--- config.mk ---
export PLATFORM = sky130hd
export DESIGN_NAME = tl45_fetch_flat
export DESIGN_NICKNAME = d
export VERILOG_FILES = /design/src/rtl/tl45_fetch_if.sv /design/src/rtl/tl45_fetch.sv /design/src/flat_wrapper.sv
export SDC_FILE = /design/constraint.sdc
export NUM_CORES = 1
export LEC_CHECK = 0
export CAP_MARGIN = 30
export CORE_MARGIN = 2
export CORE_UTILIZATION = 48
export CTS_BUF_LIST = sky130_fd_sc_hd__clkbuf_16
export CTS_CLUSTER_SIZE = 14
export DETAILED_ROUTE_END_ITERATION = 8
export HOLD_SLACK_MARGIN = 0.1
export MAX_ROUTING_LAYER = met4
export PLACE_DENSITY = 0.77
export SYNTH_ARGS = -nofsm -noshare
export SYNTH_HDL_FRONTEND = slang
export SYNTH_SLANG_ARGS = --single-unit
--- constraint.sdc ---
create_clock -name i_clk -period 2.42 [get_ports i_clk]
set_input_delay 0.605 -clock i_clk [delete_from_list [all_inputs] [get_ports i_clk]]
set_output_delay 0.605 -clock i_clk [all_outputs]
set_load 0.005 [all_outputs]
--- src/rtl/tl45_fetch_if.sv ---
// Instruction-fetch read bus: single-outstanding req/ack handshake between the fetch stage
// (master) and the instruction memory (slave).
interface tl45_fetch_if;
  logic        req;
  logic [31:0] addr;
  logic        ack;
  logic [31:0] data;
  logic        err;

  modport master (
    output req,
    output addr,
    input  ack,
    input  data,
    input  err
  );

  modport slave (
    input  req,
    input  addr,
    output ack,
    output data,
    output err
  );
endinterface

--- src/rtl/tl45_fetch.sv ---
// TL45 instruction fetch stage: owns the PC, issues one read at a time and fills the
// fetch->decode buffer with a word or a NOP bubble, honouring stall, flush and redirect.
module tl45_fetch #(
  parameter logic [31:0] RESET_PC = 32'h0000_0000,
  parameter int unsigned PC_STEP  = 4,
  parameter logic [31:0] ERR_INST = 32'hFFFF_FFFF
) (
  input  logic               i_clk,
  input  logic               i_reset_n,
  input  logic               i_pipe_stall,
  input  logic               i_pipe_flush,
  input  logic [31:0]        i_new_pc,
  tl45_fetch_if.master       io_mem,
  output logic [31:0]        o_buf_pc,
  output logic [31:0]        o_buf_inst,
  output logic               o_fetch_err
);

  localparam logic [31:0] PcStep = 32'(PC_STEP);

  typedef enum logic [1:0] {
    StFetch,
    StHold,
    StDrop
  } state_e;

  state_e      r_state, w_state_d;
  logic [31:0] r_pc, w_pc_d;
  logic [31:0] r_drop_addr, w_drop_addr_d;
  logic [31:0] r_hold_pc, w_hold_pc_d;
  logic [31:0] r_hold_inst, w_hold_inst_d;
  logic        r_hold_err, w_hold_err_d;
  logic [31:0] r_buf_pc, w_buf_pc_d;
  logic [31:0] r_buf_inst, w_buf_inst_d;
  logic        r_fetch_err, w_fetch_err_d;
  logic [31:0] w_word;

  assign w_word = io_mem.err ? ERR_INST : io_mem.data;

  always_ff @(posedge i_clk or negedge i_reset_n) begin
    if (!i_reset_n) begin
      r_state     <= StFetch;
      r_pc        <= RESET_PC;
      r_drop_addr <= '0;
      r_hold_pc   <= '0;
      r_hold_inst <= '0;
      r_hold_err  <= 1'b0;
      r_buf_pc    <= '0;
      r_buf_inst  <= '0;
      r_fetch_err <= 1'b0;
    end else begin
      r_state     <= w_state_d;
      r_pc        <= w_pc_d;
      r_drop_addr <= w_drop_addr_d;
      r_hold_pc   <= w_hold_pc_d;
      r_hold_inst <= w_hold_inst_d;
      r_hold_err  <= w_hold_err_d;
      r_buf_pc    <= w_buf_pc_d;
      r_buf_inst  <= w_buf_inst_d;
      r_fetch_err <= w_fetch_err_d;
    end
  end

  always_comb begin
    w_state_d     = r_state;
    w_pc_d        = r_pc;
    w_drop_addr_d = r_drop_addr;
    w_hold_pc_d   = r_hold_pc;
    w_hold_inst_d = r_hold_inst;
    w_hold_err_d  = r_hold_err;
    w_buf_pc_d    = r_buf_pc;
    w_buf_inst_d  = r_buf_inst;
    w_fetch_err_d = 1'b0;

    unique case (r_state)
      StFetch: begin
        if (i_pipe_flush) begin
          w_pc_d       = i_new_pc;
          w_buf_pc_d   = '0;
          w_buf_inst_d = '0;
          // An unacked request cannot be withdrawn; park its address and let it complete.
          if (!io_mem.ack) begin
            w_drop_addr_d = r_pc;
            w_state_d     = StDrop;
          end
        end else if (io_mem.ack) begin
          if (i_pipe_stall) begin
            w_hold_pc_d   = r_pc;
            w_hold_inst_d = w_word;
            w_hold_err_d  = io_mem.err;
            w_state_d     = StHold;
          end else begin
            w_buf_pc_d    = r_pc;
            w_buf_inst_d  = w_word;
            w_fetch_err_d = io_mem.err;
            w_pc_d        = r_pc + PcStep;
          end
        end else if (!i_pipe_stall) begin
          w_buf_pc_d   = '0;
          w_buf_inst_d = '0;
        end
      end

      StHold: begin
        if (i_pipe_flush) begin
          w_pc_d       = i_new_pc;
          w_buf_pc_d   = '0;
          w_buf_inst_d = '0;
          w_state_d    = StFetch;
        end else if (!i_pipe_stall) begin
          w_buf_pc_d    = r_hold_pc;
          w_buf_inst_d  = r_hold_inst;
          w_fetch_err_d = r_hold_err;
          w_pc_d        = r_pc + PcStep;
          w_state_d     = StFetch;
        end
      end

      StDrop: begin
        if (i_pipe_flush) begin
          w_pc_d       = i_new_pc;
          w_buf_pc_d   = '0;
          w_buf_inst_d = '0;
        end else if (!i_pipe_stall) begin
          w_buf_pc_d   = '0;
          w_buf_inst_d = '0;
        end
        if (io_mem.ack) begin
          w_state_d = StFetch;
        end
      end

      default: w_state_d = StFetch;
    endcase
  end

  assign io_mem.req  = ((r_state == StFetch) || (r_state == StDrop)) && i_reset_n;
  assign io_mem.addr = (r_state == StDrop) ? r_drop_addr : r_pc;

  assign o_buf_pc    = r_buf_pc;
  assign o_buf_inst  = r_buf_inst;
  assign o_fetch_err = r_fetch_err;

endmodule

--- src/flat_wrapper.sv ---
// flat-port wrapper written by rule: the top's interface ports become plain ports
module tl45_fetch_flat 
#(
  parameter logic [31:0] RESET_PC = 32'h0000_0000,
  parameter int unsigned PC_STEP  = 4,
  parameter logic [31:0] ERR_INST = 32'hFFFF_FFFF
)
  (i_clk, i_reset_n, i_pipe_stall, i_pipe_flush, i_new_pc, o_buf_pc, o_buf_inst, o_fetch_err, io_mem_req, io_mem_addr, io_mem_ack, io_mem_data, io_mem_err);
  tl45_fetch_if io_mem_i ();
  input  logic i_clk;
  input  logic i_reset_n;
  input  logic i_pipe_stall;
  input  logic i_pipe_flush;
  input  logic [31:0] i_new_pc;
  output logic [31:0] o_buf_pc;
  output logic [31:0] o_buf_inst;
  output logic o_fetch_err;
  output wire logic [$bits(io_mem_i.req)-1:0] io_mem_req;
  output wire logic [$bits(io_mem_i.addr)-1:0] io_mem_addr;
  input wire logic [$bits(io_mem_i.ack)-1:0] io_mem_ack;
  input wire logic [$bits(io_mem_i.data)-1:0] io_mem_data;
  input wire logic [$bits(io_mem_i.err)-1:0] io_mem_err;
  assign io_mem_req = io_mem_i.req;
  assign io_mem_addr = io_mem_i.addr;
  assign io_mem_i.ack = io_mem_ack;
  assign io_mem_i.data = io_mem_data;
  assign io_mem_i.err = io_mem_err;
  tl45_fetch #(.RESET_PC(RESET_PC), .PC_STEP(PC_STEP), .ERR_INST(ERR_INST)) u_core (.i_clk(i_clk), .i_reset_n(i_reset_n), .i_pipe_stall(i_pipe_stall), .i_pipe_flush(i_pipe_flush), .i_new_pc(i_new_pc), .io_mem(io_mem_i), .o_buf_pc(o_buf_pc), .o_buf_inst(o_buf_inst), .o_fetch_err(o_fetch_err));
endmodule
* Word-level counts from Yosys, hierarchy flattened
Index checks and enable logic that the tools add are counted.
** Operators by class
- Add/sub/neg operators :: 1
- Eq/ne operators :: 9
- Multiplexer cells :: 38
- Bitwise operators :: 2
- Reductions and logical operators :: 9
** Operators by type and width (number)
- 2-to-1 mux 32 bit :: 21
- case mux 32 bit (3 select lines) :: 3
- adder 32 x 3 -> 32 bit, second input constant :: 1
- 2-to-1 mux 2 bit :: 7
- inequality test 3 bit, second input constant :: 4
- AND reduction 3 bit :: 3
- case mux 2 bit (3 select lines) :: 1
- 2-to-1 mux 1 bit :: 5
- AND reduction 5 bit :: 1
- inequality test 2 bit, second input constant :: 2
- inequality test 4 bit, second input constant :: 1
- AND reduction 4 bit :: 1
- nonzero test 3 bit :: 1
- == test 2 x 1 -> 1 bit, second input constant :: 1
- == test 2 bit, second input constant :: 1
- zero test 2 bit :: 1
- NOT 1 bit :: 2
- case mux 1 bit (2 select lines) :: 1
- logical AND 1 bit :: 1
- logical OR 1 bit :: 1
** Storage, ports and cells
- Register bits :: 196
- Bits of input ports :: 70
- Output and inout port bits :: 98

* Logic depth before layout (Yosys ltp)
Gate-level depths: netlist of run 1.
- Word-level depth :: 5
- Depth in mapped cells :: 9

* Least setup slack after synthesis of run 1
No wires, ideal clock.
- Path type :: register to output
- Start point :: reg u_core.r_state[0]
- End point :: out io_mem_addr[10]
- Data arrival time :: 1.763 ns
- Required time :: 1.815 ns
- Path slack :: 0.052 ns
- Cell stages (with the launch flop) :: 6
- Buffers on the path :: 2
- Path through :: dfrtp_1 > inv_1 > ha_1 > clkbuf_1 > clkbuf_1 > mux2_2
** Between the ends
- Word-level cells in the longest chain between the ends :: 2
** Ends and longest elaborated chain
- from (decl) :: line tl45_fetch.sv:27 : state_e r_state, w_state_d;
- from (signal assigned) :: line tl45_fetch.sv:42 : r_state <= StFetch;
- from (signal assigned) :: line tl45_fetch.sv:52 : r_state <= w_state_d;
- == test 2 bit :: line tl45_fetch.sv:138 : assign io_mem.addr = (r_state == StDrop) ? r_drop_addr : r_pc;
- 2-to-1 mux 32 bit :: line tl45_fetch.sv:138
- to (decl) :: line flat_wrapper.sv:19 : output wire logic [$bits(io_mem_i.addr)-1:0] io_mem_addr;
Every way passes these cells.

* Worst setup path in the final report of run 1
- Start point :: reg u_core.r_state[0]
- End point :: out io_mem_addr[15]
Same word-level chain as after synthesis.

==> results of run 1 <==
[metrics by stage]
step | hold slack, ns | power [mW] | setup TNS [ns] | instance area, um^2
2_1_floorplan | 0.309 | 9.00 | 0 | 9170
3_3_place_gp | 0.462 | 11.9 | 0 | 11400
3_5_place_dp | 0.470 | 12.1 | 0 | 11400
4_1_cts | 0.334 | 15.7 | -1.53 | 12300
5_1_grt | 0.338 | 16.8 | -1.17 | 12400
6_report | 0.300 | 15.9 | -0.316 | 12400
[state kept, by name (all words and copies together) (netlist names)]
register            cells
u_core.o_buf_inst      32
u_core.o_buf_pc        32
u_core.r_drop_addr     32
u_core.r_hold_inst     32
u_core.r_hold_pc       32
u_core.r_pc            32
u_core.r_state          2
u_core.o_fetch_err      1
u_core.r_hold_err       1
[per-layer routing]
metal	track usage	vias up
met3	0.0508	38
met5	-	-
met2	0.410	262
met4	0.0705	0
met1	0.347	3768
li1	-	3489
[cells in the final DEF (no fill, tap or decap), types with 9 or more instances in the layout]
cell / n
sky130_fd_sc_hd__o2bb2ai_1: 32
sky130_fd_sc_hd__buf_6: 38
sky130_fd_sc_hd__nand3_1: 17
sky130_fd_sc_hd__a21oi_1: 41
sky130_fd_sc_hd__buf_4: 43
sky130_fd_sc_hd__mux2_4: 26
sky130_fd_sc_hd__a22o_1: 34
sky130_fd_sc_hd__a22oi_1: 32
sky130_fd_sc_hd__o21ai_1: 18
sky130_fd_sc_hd__clkbuf_16: 17
sky130_fd_sc_hd__clkdlybuf4s50_1: 133
sky130_fd_sc_hd__nand2_1: 93
sky130_fd_sc_hd__mux2_2: 69
sky130_fd_sc_hd__nor2_1: 45
sky130_fd_sc_hd__o22ai_1: 10
sky130_fd_sc_hd__dfrtp_1: 196
sky130_fd_sc_hd__o21ai_0: 72
sky130_fd_sc_hd__buf_2: 9
sky130_fd_sc_hd__buf_12: 16
[logic make-up after synthesis]
kind of cell,Yosys count,share of synthesized area
flip-flops,196,0.535
adder cells (fa/ha/maj),5,0.00683
AND/OR/NAND/NOR,206,0.109
buffers and inverters,78,0.0343
multiplexers,97,0.119
AO/OA/AOI/OAI,270,0.196
[worst paths after layout]
kind,from,to,cells after the start
max,u_core.r_state[0]$_DFFE_PN0P_,io_mem_addr[15],7
min,i_reset_n,u_core.o_buf_inst[23]$_DFFE_PN0P_,2
max reg2reg,u_core.r_state[1]$_DFFE_PN0P_,u_core.r_pc[8]$_DFFE_PN0P_,10
min reg2reg,u_core.r_hold_inst[16]$_DFFE_PN0P_,u_core.r_hold_inst[16]$_DFFE_PN0P_,2
max in group asynchronous,i_reset_n,u_core.r_hold_pc[20]$_DFFE_PN0P_,3
min in group i_clk,u_core.r_hold_inst[16]$_DFFE_PN0P_,u_core.r_hold_inst[16]$_DFFE_PN0P_,2
[worst max-delay path, stage by stage (launching register included)]
cell and delay (ns):
sky130_fd_sc_hd__dfrtp_1 0.39, sky130_fd_sc_hd__inv_2 0.09, sky130_fd_sc_hd__ha_4 0.17, sky130_fd_sc_hd__buf_6 0.12, sky130_fd_sc_hd__buf_12 0.13, sky130_fd_sc_hd__buf_6 0.10
sky130_fd_sc_hd__mux2_4 0.29, sky130_fd_sc_hd__buf_6 0.11
[power by group through the flow]
stage	sequential (mW)	clock [mW]	combinational (mW)
floorplan	5.58	0	3.42
global placement	5.96	0	5.98
detailed placement	6.02	0	6.12
CTS	6.00	2.98	6.71
global route	6.24	3.12	7.47
finish	6.06	2.94	6.92
[layout make-up]
| cell class | instances | area share |
|---|---|---|
| tap | 234 | 0.0235 |
| clock buffer | 17 | 0.0342 |
| timing repair buffer | 243 | 0.201 |
| sequential | 196 | 0.394 |
| inverter | 4 | 0.00121 |
| clock inverter | 15 | 0.0147 |
| multi-input combinational | 578 | 0.331 |
[what timing repair did]
action / in CTS / in global routing
endpoints found under the setup margin: 33 / 38
cloned: 3 / 0
gates resized for setup: 183 / 28
buffers inserted: 21 / 11
pin swaps: 1 / 1
==> results_tabular.tex, run 1 <==
\begin{tabular}{lr}
\hline
Metric & Value \\
\hline
\multicolumn{2}{l}{\textbf{Die}} \\
Placeable core area & $\sim$19000 um\^{}2 \\
Die outline height & approximately 140 um \\
Number of core rows & 50 \\
Initial cell density of the core & 0.490 \\
Floorplan die width & $\sim$140 um \\
Die footprint & 20200 um\^{}2 \\
I/O pin cnt & between 150 and 200 \\
\multicolumn{2}{l}{\textbf{Run status}} \\
Run status & complete, but fails checks \\
Violated checks & negative setup slack \\
\multicolumn{2}{l}{\textbf{Synth}} \\
Number of instances in the synthesized netlist & approximately 850 \\
Cell type with the highest aggregate area in the netlist & sky130\_fd\_sc\_hd\_\_dfrtp\_1 \\
Post-synthesis net count & between 900 and 1000 \\
Post-synthesis register bit count & between 150 and 200 \\
Post-Synthesis Mean Instance Area & between 10 and 15 um\^{}2 \\
Total standard cell area after synthesis & 9170 um\^{}2 \\
Sequential element share of the synthesized area & 0.535 \\
Main area contributors after synthesis & sky130\_fd\_sc\_hd\_\_dfrtp\_1 54\%, sky130\_fd\_sc\_hd\_\_mux2\_2 12\%, sky130\_fd\_sc\_hd\_\_o21ai\_0 4.0\% \\
Most frequent cell after synthesis & sky130\_fd\_sc\_hd\_\_dfrtp\_1 \\
Fraction of registers with async set/reset & 1.00 \\
Number of enable flip-flop cells after synthesis & 0 \\
Synth top cells by count & 196 x sky130\_fd\_sc\_hd\_\_dfrtp\_1, 95 x sky130\_fd\_sc\_hd\_\_mux2\_2, 93 x sky130\_fd\_sc\_hd\_\_nand2\_1 \\
Main flop type after synthesis & sky130\_fd\_sc\_hd\_\_dfrtp\_1 \\
Area share of the largest cell type after synthesis & 0.535 \\
Number of warning messages in the yosys log & 0 \\
Number of distinct standard cells referenced by the synthesized netlist & 54 \\
\multicolumn{2}{l}{\textbf{Timing}} \\
Number of pins with negative max-slew slack in the final report & 0 \\
Final critical-path required period & around 2.4 ns \\
Post-route setup slack & -0.0268 ns \\
Worst Clk Skew & 0.00903 ns \\
Hold Violations, Final & 0 \\
Upper clock frequency limit & slightly above 400 MHz \\
Actual transition at the worst max-transition pin & approximately 0.67 ns \\
Final setup violation count & 17 \\
Setup repair after global routing missed its margin & yes \\
Portion of the clock cycle consumed by the worst path in the final layout & 1.01 \\
Worst relative slew slack & 0.552 \\
\multicolumn{2}{l}{\textbf{Pwr}} \\
Sw power & roughly 5.6 mW \\
Combinational share of power & 0.435 \\
Portion of total power attributed to the clock network & 0.185 \\
Reg power frac & 0.381 \\
Switching share of total power & 0.352 \\
Pleak & 5.26 nW \\
Internal cell power & $\sim$10 mW \\
P per Cell Area & between 1000 and 1500 nW/um\^{}2 \\
Worst ir drop on vdd & approximately 0.00091 V \\
\multicolumn{2}{l}{\textbf{CTS}} \\
Clock tree from TritonCTS & done \\
Clock root buffer & sky130\_fd\_sc\_hd\_\_clkbuf\_16 \\
Number of clock sinks & 196 \\
CTS HTree Levels & 4 \\
Clock-pin transition on the worst setup and hold timing paths & about 0.08 ns \\
Insertion delay to the later sink of the worst-skew pair & 0.44 ns \\
CTS hold repair buffers & 0 \\
Maximum number of buffers from clock root to sink & 2 \\
Total CTS buffers & 17 \\
\multicolumn{2}{l}{\textbf{Placed design}} \\
Count of input and output buffers & 167 \\
Final estimated routing congestion in global placement & 0.893 \\
HPWL after DPL & about 16 mm \\
Worst-case setup slack after placement & about 0.086 ns \\
Cell total after placement & 1226 \\
\multicolumn{2}{l}{\textbf{Finish}} \\
Final core occ & 0.665 \\
Net count, final & 1115 \\
Non-filler instance count after layout & between 1000 and 1500 \\
Antenna cells & 0 \\
Area used by sequential logic in the layout & 4900 um\^{}2 \\
\# fillers & approximately 1300 \\
Post-synthesis to final-layout area growth & 35.7\% \\
Fraction of layout instances using a drive strength above 1 & 0.252 \\
Area taken by multi-input logic gates & 4120 um\^{}2 \\
\multicolumn{2}{l}{\textbf{Detailed routing}} \\
Met2 Wirelength & 12.1 mm \\
Antenna violation net count after detailed routing & 0 \\
First-iteration detailed-routing DRC count & 486 \\
Highest routed metal layer & met4 \\
Total wirelength of the detailed-routed design & 25.1 mm \\
Total DRC errors in the routed layout & 0 \\
Metal3 WL & 1.37 mm \\
Via-to-Cell Ratio & slightly below 6 \\
Wire length on met1 & approximately 11 mm \\
DR WL/cell & 19.5 um \\
Detailed-routing iteration count for the pre-antenna-repair pass & 5 \\
Total number of vias & around 7600 \\
\multicolumn{2}{l}{\textbf{Critical path}} \\
Kind of start point of the critical path & flop \\
Element type at the critical path end & primary output \\
Crit path kind & flop to primary output \\
Maximum fanout count along the critical path & 6 \\
Register-to-register setup slack & about 0.21 ns \\
Required time at the endpoint of the critical path & approximately 1.8 ns \\
Arrival @ worst endpoint & 1.84 ns \\
\multicolumn{2}{l}{\textbf{Global routing}} \\
Number of antenna violations at the first check in global routing & 0 \\
Global-route wire length before repair & between 40 and 50 mm \\
Largest net degree at the start of global routing & between 100 and 150 \\
GRT Total Usage & 0.260 \\
Final global-route overflow total & 0 \\
Via count of the first global-routing pass & roughly 7500 \\
\multicolumn{2}{l}{\textbf{Run}} \\
Number of violations of the max-capacitance limit & 0 \\
\multicolumn{2}{l}{\textbf{Worst hold path}} \\
Min-Delay Path Class & input port to async pin \\
\hline
\end{tabular}
Note: power is estimated with default switching activity, not from simulation.
==> run 2: changes to the inputs <==
Settings changed: CORE_UTILIZATION 48 to 53, PLACE_DENSITY 0.77 to 0.81.
Clock period 2.42 ns to 2.3 ns, I/O delays scaled along.
==> results_tabular.tex, run 2 (synthesized netlist as in run 1, its figures left out) <==
\begin{tabular}{lr}
\hline
Metric & Value \\
\hline
\multicolumn{2}{l}{\textbf{CTS}} \\
Clock-pin transition on the worst setup and hold timing paths & 0.07 ns \\
Insertion delay to the later sink of the worst-skew pair & approximately 0.44 ns \\
Maximum number of buffers from clock root to sink & 2 \\
Clock tree from TritonCTS & done \\
Total CTS buffers & 17 \\
Clock root buffer & sky130\_fd\_sc\_hd\_\_clkbuf\_16 \\
Number of clock sinks & around 200 \\
CTS HTree Levels & 4 \\
\multicolumn{2}{l}{\textbf{Placed design}} \\
HPWL after DPL & about 16 mm \\
Worst-case setup slack after placement & -0.0950 ns \\
Post-Place Cell Area & roughly 11000 um\^{}2 \\
Final estimated routing congestion in global placement & 0.940 \\
Count of input and output buffers & $\sim$170 \\
\multicolumn{2}{l}{\textbf{Timing}} \\
Setup repair after global routing missed its margin & yes \\
Actual transition at the worst max-transition pin & 0.684 ns \\
Worst Clk Skew & 0.0107 ns \\
Final critical-path required period & $\sim$2.5 ns \\
Hold Violations, Final & 0 \\
Upper clock frequency limit & 407 MHz \\
Setup TNS & -2.69 ns \\
Number of pins with negative max-slew slack in the final report & 0 \\
Final setup violation count & 30 \\
Worst relative slew slack & 0.544 \\
Post-route setup slack & -0.157 ns \\
Portion of the clock cycle consumed by the worst path in the final layout & 1.07 \\
\multicolumn{2}{l}{\textbf{Pwr}} \\
Worst ir drop on vdd & 0.000802 V \\
P per Cell Area & about 1300 nW/um\^{}2 \\
Pleak & 5.26 nW \\
\multicolumn{2}{l}{\textbf{Critical path}} \\
CP max stage delay & about 0.39 ns \\
Arrival @ worst endpoint & roughly 1.9 ns \\
Kind of start point of the critical path & flop \\
Element type at the critical path end & primary output \\
Critical path buffers and inverters & 5 \\
Register-to-register setup slack & around 0.1 ns \\
Crit path kind & flop to primary output \\
List of cells traversed by the critical path & inv\_2 > ha\_4 > buf\_12 > buf\_12 > buf\_6 > mux2\_4 > buf\_6 \\
Cell with the biggest individual delay on the critical path & sky130\_fd\_sc\_hd\_\_dfrtp\_1 \\
Required time at the endpoint of the critical path & 1.73 ns \\
Kind of cell with the highest combined delay on the critical path & buffers and inverters \\
Maximum fanout count along the critical path & 6 \\
\multicolumn{2}{l}{\textbf{Detailed routing}} \\
Total number of vias & $\sim$7700 \\
Total DRC errors in the routed layout & 0 \\
Via-to-Cell Ratio & between 6 and 7 \\
Total wirelength of the detailed-routed design & between 20 and 30 mm \\
Antenna violation net count after detailed routing & 0 \\
First-iteration detailed-routing DRC count & between 700 and 800 \\
DR WL/cell & between 20 and 25 um \\
Detailed-routing iteration count for the pre-antenna-repair pass & 5 \\
\multicolumn{2}{l}{\textbf{Global routing}} \\
Final global-route overflow total & 0 \\
Number of antenna violations at the first check in global routing & 1 \\
Largest net degree at the start of global routing & 112 \\
Via count of the first global-routing pass & between 7000 and 8000 \\
GRT Total Usage & 0.298 \\
Global-route wire length before repair & approximately 41 mm \\
\multicolumn{2}{l}{\textbf{Die}} \\
Number of core rows & between 40 and 50 \\
Die outline height & 136 um \\
I/O pin cnt & approximately 170 \\
Initial cell density of the core & 0.536 \\
Die footprint & 18400 um\^{}2 \\
Floorplan die width & 136 um \\
Placeable core area & between 15000 and 20000 um\^{}2 \\
\multicolumn{2}{l}{\textbf{Finish}} \\
Most common library cell in the layout ignoring fill and taps & sky130\_fd\_sc\_hd\_\_dfrtp\_1 \\
Post-synthesis to final-layout area growth & 35.0\% \\
Net count, final & 1117 \\
Finished Cell Area & between 10000 and 15000 um\^{}2 \\
Fraction of layout instances using a drive strength above 1 & 0.254 \\
Most frequent cells in the layout & 196 x sky130\_fd\_sc\_hd\_\_dfrtp\_1, 133 x sky130\_fd\_sc\_hd\_\_clkdlybuf4s50\_1, 92 x sky130\_fd\_sc\_hd\_\_nand2\_1, 72 x sky130\_fd\_sc\_hd\_\_o21ai\_0, 64 x sky130\_fd\_sc\_hd\_\_mux2\_2 \\
\multicolumn{2}{l}{\textbf{Worst hold path}} \\
Min-Delay Path Class & input port to async pin \\
\multicolumn{2}{l}{\textbf{Run status}} \\
Run status & complete, but fails checks \\
Violated checks & negative setup slack \\
\multicolumn{2}{l}{\textbf{Run}} \\
Number of violations of the max-capacitance limit & 0 \\
\hline
\end{tabular}
==> run 2: stage by stage <==
| stage | util | power [mW] | instances | hold slack (ns) |
|---|---|---|---|---|
| floorplan | - | 9.47 | 852 | 0.279 |
| global placement | 0.667 | 12.6 | 1225 | 0.463 |
| detailed placement | 0.667 | 12.8 | 1225 | 0.471 |
| CTS | 0.722 | 16.4 | 1279 | 0.195 |
| global route | 0.723 | 17.6 | 1281 | 0.211 |
| finish | 0.723 | 16.7 | 1281 | 0.193 |
==> run 2: report_power, final <==
group	switching (mW)	total, mW	internal [mW]
registers	1.41	6.41	5.01
clock network	1.36	2.75	1.39
logic	3.22	7.49	4.27
==> run 2: layer usage <==
metal	vias up	GRT usage	part of all wire
li1	3492	-	-
met1	3859	0.386	0.41
met2	310	0.470	0.49
met3	54	0.0610	0.071
met4	0	0.108	0.027
met5	-	-	0
==> run 2: timing repair <==
item | 4_1_cts | 5_1_grt
setup endpoints to repair | 34 | 43
hold buffers | 0 | 0
pin swaps | 1 | 1
gates cloned | 3 | 0
setup buffers | 20 | 6
hold endpoints to repair | 0 | 0
resized for setup | 197 | 22
==> run 2: worst register-to-register path, delay by kind of cell, from the launching register on <==
| family | cells | cell delay, ns |
|---|---|---|
| DFF | 1 | 0.39 |
| and+or+nand+nor | 2 | 0.66 |
| AOI/OAI and AO/OA | 1 | 0.13 |
| adders and majority gates | 1 | 0.18 |
| buffers and inverters | 5 | 0.71 |
==> run 2: cell type report <==
| cell class | count | area (um^2) |
|---|---|---|
| antenna | 1 | 2.50 |
| clock buffer | 17 | 425 |
| clock inverter | 15 | 106 |
| fill | 1181 | 4740 |
| inverter | 4 | 15.0 |
| multi-input combinational | 578 | 4140 |
| sequential | 196 | 4900 |
| tap | 225 | 282 |
| timing repair buffer | 245 | 2490 |
==> run 2: path summary, 6_finish.rpt <==
path	cells after the start	from	to
worst max-delay path	7	u_core.r_state[0]$_DFFE_PN0P_	io_mem_addr[14]
worst min-delay path	2	i_reset_n	u_core.o_buf_inst[23]$_DFFE_PN0P_
worst max register to register	9	u_core.r_state[0]$_DFFE_PN0P_	u_core.r_pc[28]$_DFFE_PN0P_
worst min register to register	2	u_core.r_hold_inst[9]$_DFFE_PN0P_	u_core.r_hold_inst[9]$_DFFE_PN0P_
max in group asynchronous	3	i_reset_n	u_core.r_drop_addr[16]$_DFFE_PN0P_
min in group i_clk	2	u_core.r_hold_inst[9]$_DFFE_PN0P_	u_core.r_hold_inst[9]$_DFFE_PN0P_
==> run 3: changes to the inputs <==
Settings changed: SETUP_SLACK_MARGIN from default to 0.1.
==> results_tabular.tex, run 3 (synthesized netlist as in run 1, its figures left out) <==
\begin{tabular}{lr}
\hline
Metric & Value \\
\hline
\multicolumn{2}{l}{\textbf{Die}} \\
Floorplan die width & between 100 and 150 um \\
Die footprint & between 15000 and 20000 um\^{}2 \\
Number of core rows & 48 \\
Initial cell density of the core & 0.536 \\
Die outline height & between 100 and 150 um \\
Placeable core area & around 17000 um\^{}2 \\
I/O pin cnt & between 150 and 200 \\
\multicolumn{2}{l}{\textbf{Pwr}} \\
Pleak & 5.34 nW \\
P per Cell Area & about 1400 nW/um\^{}2 \\
Worst ir drop on vdd & approximately 0.00075 V \\
\multicolumn{2}{l}{\textbf{Placed design}} \\
Cell total after placement & between 1000 and 1500 \\
Final estimated routing congestion in global placement & roughly 0.91 \\
Count of input and output buffers & about 170 \\
HPWL after DPL & around 16 mm \\
Worst-case setup slack after placement & -0.00638 ns \\
Post-Place Cell Area & about 11000 um\^{}2 \\
\multicolumn{2}{l}{\textbf{Timing}} \\
Final critical-path required period & approximately 2.4 ns \\
Hold Violations, Final & 0 \\
Portion of the clock cycle consumed by the worst path in the final layout & 1.06 \\
Setup TNS & -2.62 ns \\
Setup repair after global routing missed its margin & yes \\
Actual transition at the worst max-transition pin & about 0.6 ns \\
Post-route setup slack & -0.138 ns \\
Worst Clk Skew & around 0.012 ns \\
Worst relative slew slack & 0.605 \\
Upper clock frequency limit & roughly 400 MHz \\
Number of pins with negative max-slew slack in the final report & 0 \\
Final setup violation count & 31 \\
\multicolumn{2}{l}{\textbf{CTS}} \\
Maximum number of buffers from clock root to sink & 2 \\
Clock tree from TritonCTS & done \\
CTS HTree Levels & 4 \\
Insertion delay to the later sink of the worst-skew pair & $\sim$0.44 ns \\
Number of clock sinks & roughly 200 \\
Clock root buffer & sky130\_fd\_sc\_hd\_\_clkbuf\_16 \\
Clock-pin transition on the worst setup and hold timing paths & $\sim$0.070 ns \\
Total CTS buffers & 17 \\
\multicolumn{2}{l}{\textbf{Finish}} \\
Fraction of layout instances using a drive strength above 1 & 0.255 \\
Finished Cell Area & 12600 um\^{}2 \\
Most frequent cells in the layout & 194 x sky130\_fd\_sc\_hd\_\_dfrtp\_1, 133 x sky130\_fd\_sc\_hd\_\_clkdlybuf4s50\_1, 92 x sky130\_fd\_sc\_hd\_\_nand2\_1, 70 x sky130\_fd\_sc\_hd\_\_o21ai\_0, 65 x sky130\_fd\_sc\_hd\_\_mux2\_2 \\
Most common library cell in the layout ignoring fill and taps & sky130\_fd\_sc\_hd\_\_dfrtp\_1 \\
Post-synthesis to final-layout area growth & 37.0\% \\
Net count, final & about 1100 \\
Non-filler instance count after layout & around 1300 \\
\multicolumn{2}{l}{\textbf{Global routing}} \\
Number of antenna violations at the first check in global routing & 1 \\
Global-route wire length before repair & about 40 mm \\
Final global-route overflow total & 0 \\
Via count of the first global-routing pass & 7762 \\
GRT Total Usage & 0.290 \\
Largest net degree at the start of global routing & between 100 and 150 \\
\multicolumn{2}{l}{\textbf{Worst hold path}} \\
Min-Delay Path Class & flop to flop \\
\multicolumn{2}{l}{\textbf{Critical path}} \\
CP max stage delay & about 0.42 ns \\
Required time at the endpoint of the critical path & between 1.5 and 2 ns \\
Arrival @ worst endpoint & about 1.9 ns \\
Cell with the biggest individual delay on the critical path & sky130\_fd\_sc\_hd\_\_dfrtp\_1 \\
Critical path buffers and inverters & 4 \\
List of cells traversed by the critical path & ha\_4 > buf\_12 > buf\_12 > buf\_8 > mux2\_4 > buf\_6 \\
Most common cell type on the critical path & sky130\_fd\_sc\_hd\_\_buf\_12 \\
Maximum fanout count along the critical path & 6 \\
Crit path kind & flop to primary output \\
Element type at the critical path end & primary output \\
Kind of cell with the highest combined delay on the critical path & buffers and inverters \\
Kind of start point of the critical path & flop \\
\multicolumn{2}{l}{\textbf{Detailed routing}} \\
Total number of vias & about 7700 \\
Antenna violation net count after detailed routing & 0 \\
Detailed-routing iteration count for the pre-antenna-repair pass & 6 \\
DR WL/cell & 19.7 um \\
Total wirelength of the detailed-routed design & around 25 mm \\
First-iteration detailed-routing DRC count & between 600 and 700 \\
Total DRC errors in the routed layout & 0 \\
Via-to-Cell Ratio & just over 6 \\
\multicolumn{2}{l}{\textbf{Run}} \\
Number of violations of the max-capacitance limit & 0 \\
\multicolumn{2}{l}{\textbf{Run status}} \\
Run status & complete, but fails checks \\
Violated checks & negative setup slack \\
\hline
\end{tabular}
run 3: changes by cell type in the layout (fill, tap and decap cells not counted), moves of 3 or more:
| cell | previous run | this run |
|---|---|---|
| sky130_fd_sc_hd__clkinv_1 | 1 | 5 |
| sky130_fd_sc_hd__inv_6 | 5 | 0 |
| sky130_fd_sc_hd__buf_4 | 52 | 49 |
| sky130_fd_sc_hd__buf_12 | 13 | 19 |
| sky130_fd_sc_hd__buf_2 | 1 | 6 |
| sky130_fd_sc_hd__buf_6 | 43 | 34 |
| sky130_fd_sc_hd__bufinv_16 | 0 | 4 |
run 3: metrics by stage:
step	util	hold slack (ns)	power, mW
6_report	0.734	0.481	17.0
3_3_place_gp	0.671	0.391	12.6
3_5_place_dp	0.671	0.391	12.9
2_1_floorplan	-	0.279	9.47
4_1_cts	0.727	0.485	16.7
5_1_grt	0.734	0.506	17.9
run 3: final timing paths:
kind / endpoint / cells past startpoint / slack, ns / start
worst max register to register: u_core.r_pc[29]$_DFFE_PN0P_ / 11 / 0.17 / u_core.r_state[0]$_DFFE_PN0P_
max in group asynchronous: u_core.r_drop_addr[16]$_DFFE_PN0P_ / 4 / 0.43 / i_reset_n
min in group asynchronous: u_core.o_buf_inst[25]$_DFFE_PN0P_ / 2 / 0.50 / i_reset_n
worst min register to register: u_core.r_hold_inst[19]$_DFFE_PN0P_ / 2 / 0.48 / u_core.r_hold_inst[19]$_DFFE_PN0P_
worst min-delay path: u_core.r_hold_inst[19]$_DFFE_PN0P_ / 2 / 0.48 / u_core.r_hold_inst[19]$_DFFE_PN0P_
worst max-delay path: io_mem_addr[5] / 6 / -0.14 / u_core.r_state[1]$_DFFE_PN0P_
run 3: worst register-to-register path, delay by kind of cell, from the launching register on:
kind	cells	cell delay, ns
flops	1	0.39
compound gates	3	0.58
buf+inv	6	0.80
simple gates	1	0.08
fa+ha+maj	1	0.17
run 3: timing repair:
item / in CTS / in global routing
hold buffers: 1 / 0
pin swaps: 4 / 4
setup endpoints to repair: 35 / 40
buffers inserted: 14 / 7
hold endpoints to repair: 1 / 0
cloned: 3 / 0
gates resized for setup: 201 / 29
run 3: routing by layer:
metal / GRT usage / vias to the layer above / share of wire
met1: 0.373 / 3823 / 0.41
li1: - / 3499 / -
met5: - / - / 0
met2: 0.472 / 366 / 0.50
met3: 0.0539 / 54 / 0.070
met4: 0.0920 / 0 / 0.020
run 3: final cells by class:
class	count	area, um^2
repair buffers	246	2570
fillers	1164	4560
clock buffers	17	425
flip-flops and latches	196	4910
diodes	1	2.50
multi-input cells	578	4180
inverters	4	15.0
well taps	225	282
clock inverters	14	170
run 3: power breakdown:
group,total (mW),internal (mW),switching (mW)
clock,3.07,1.79,1.28
combinational,7.51,4.31,3.19
sequential,6.38,5.01,1.37
total,17.0,11.1,5.84
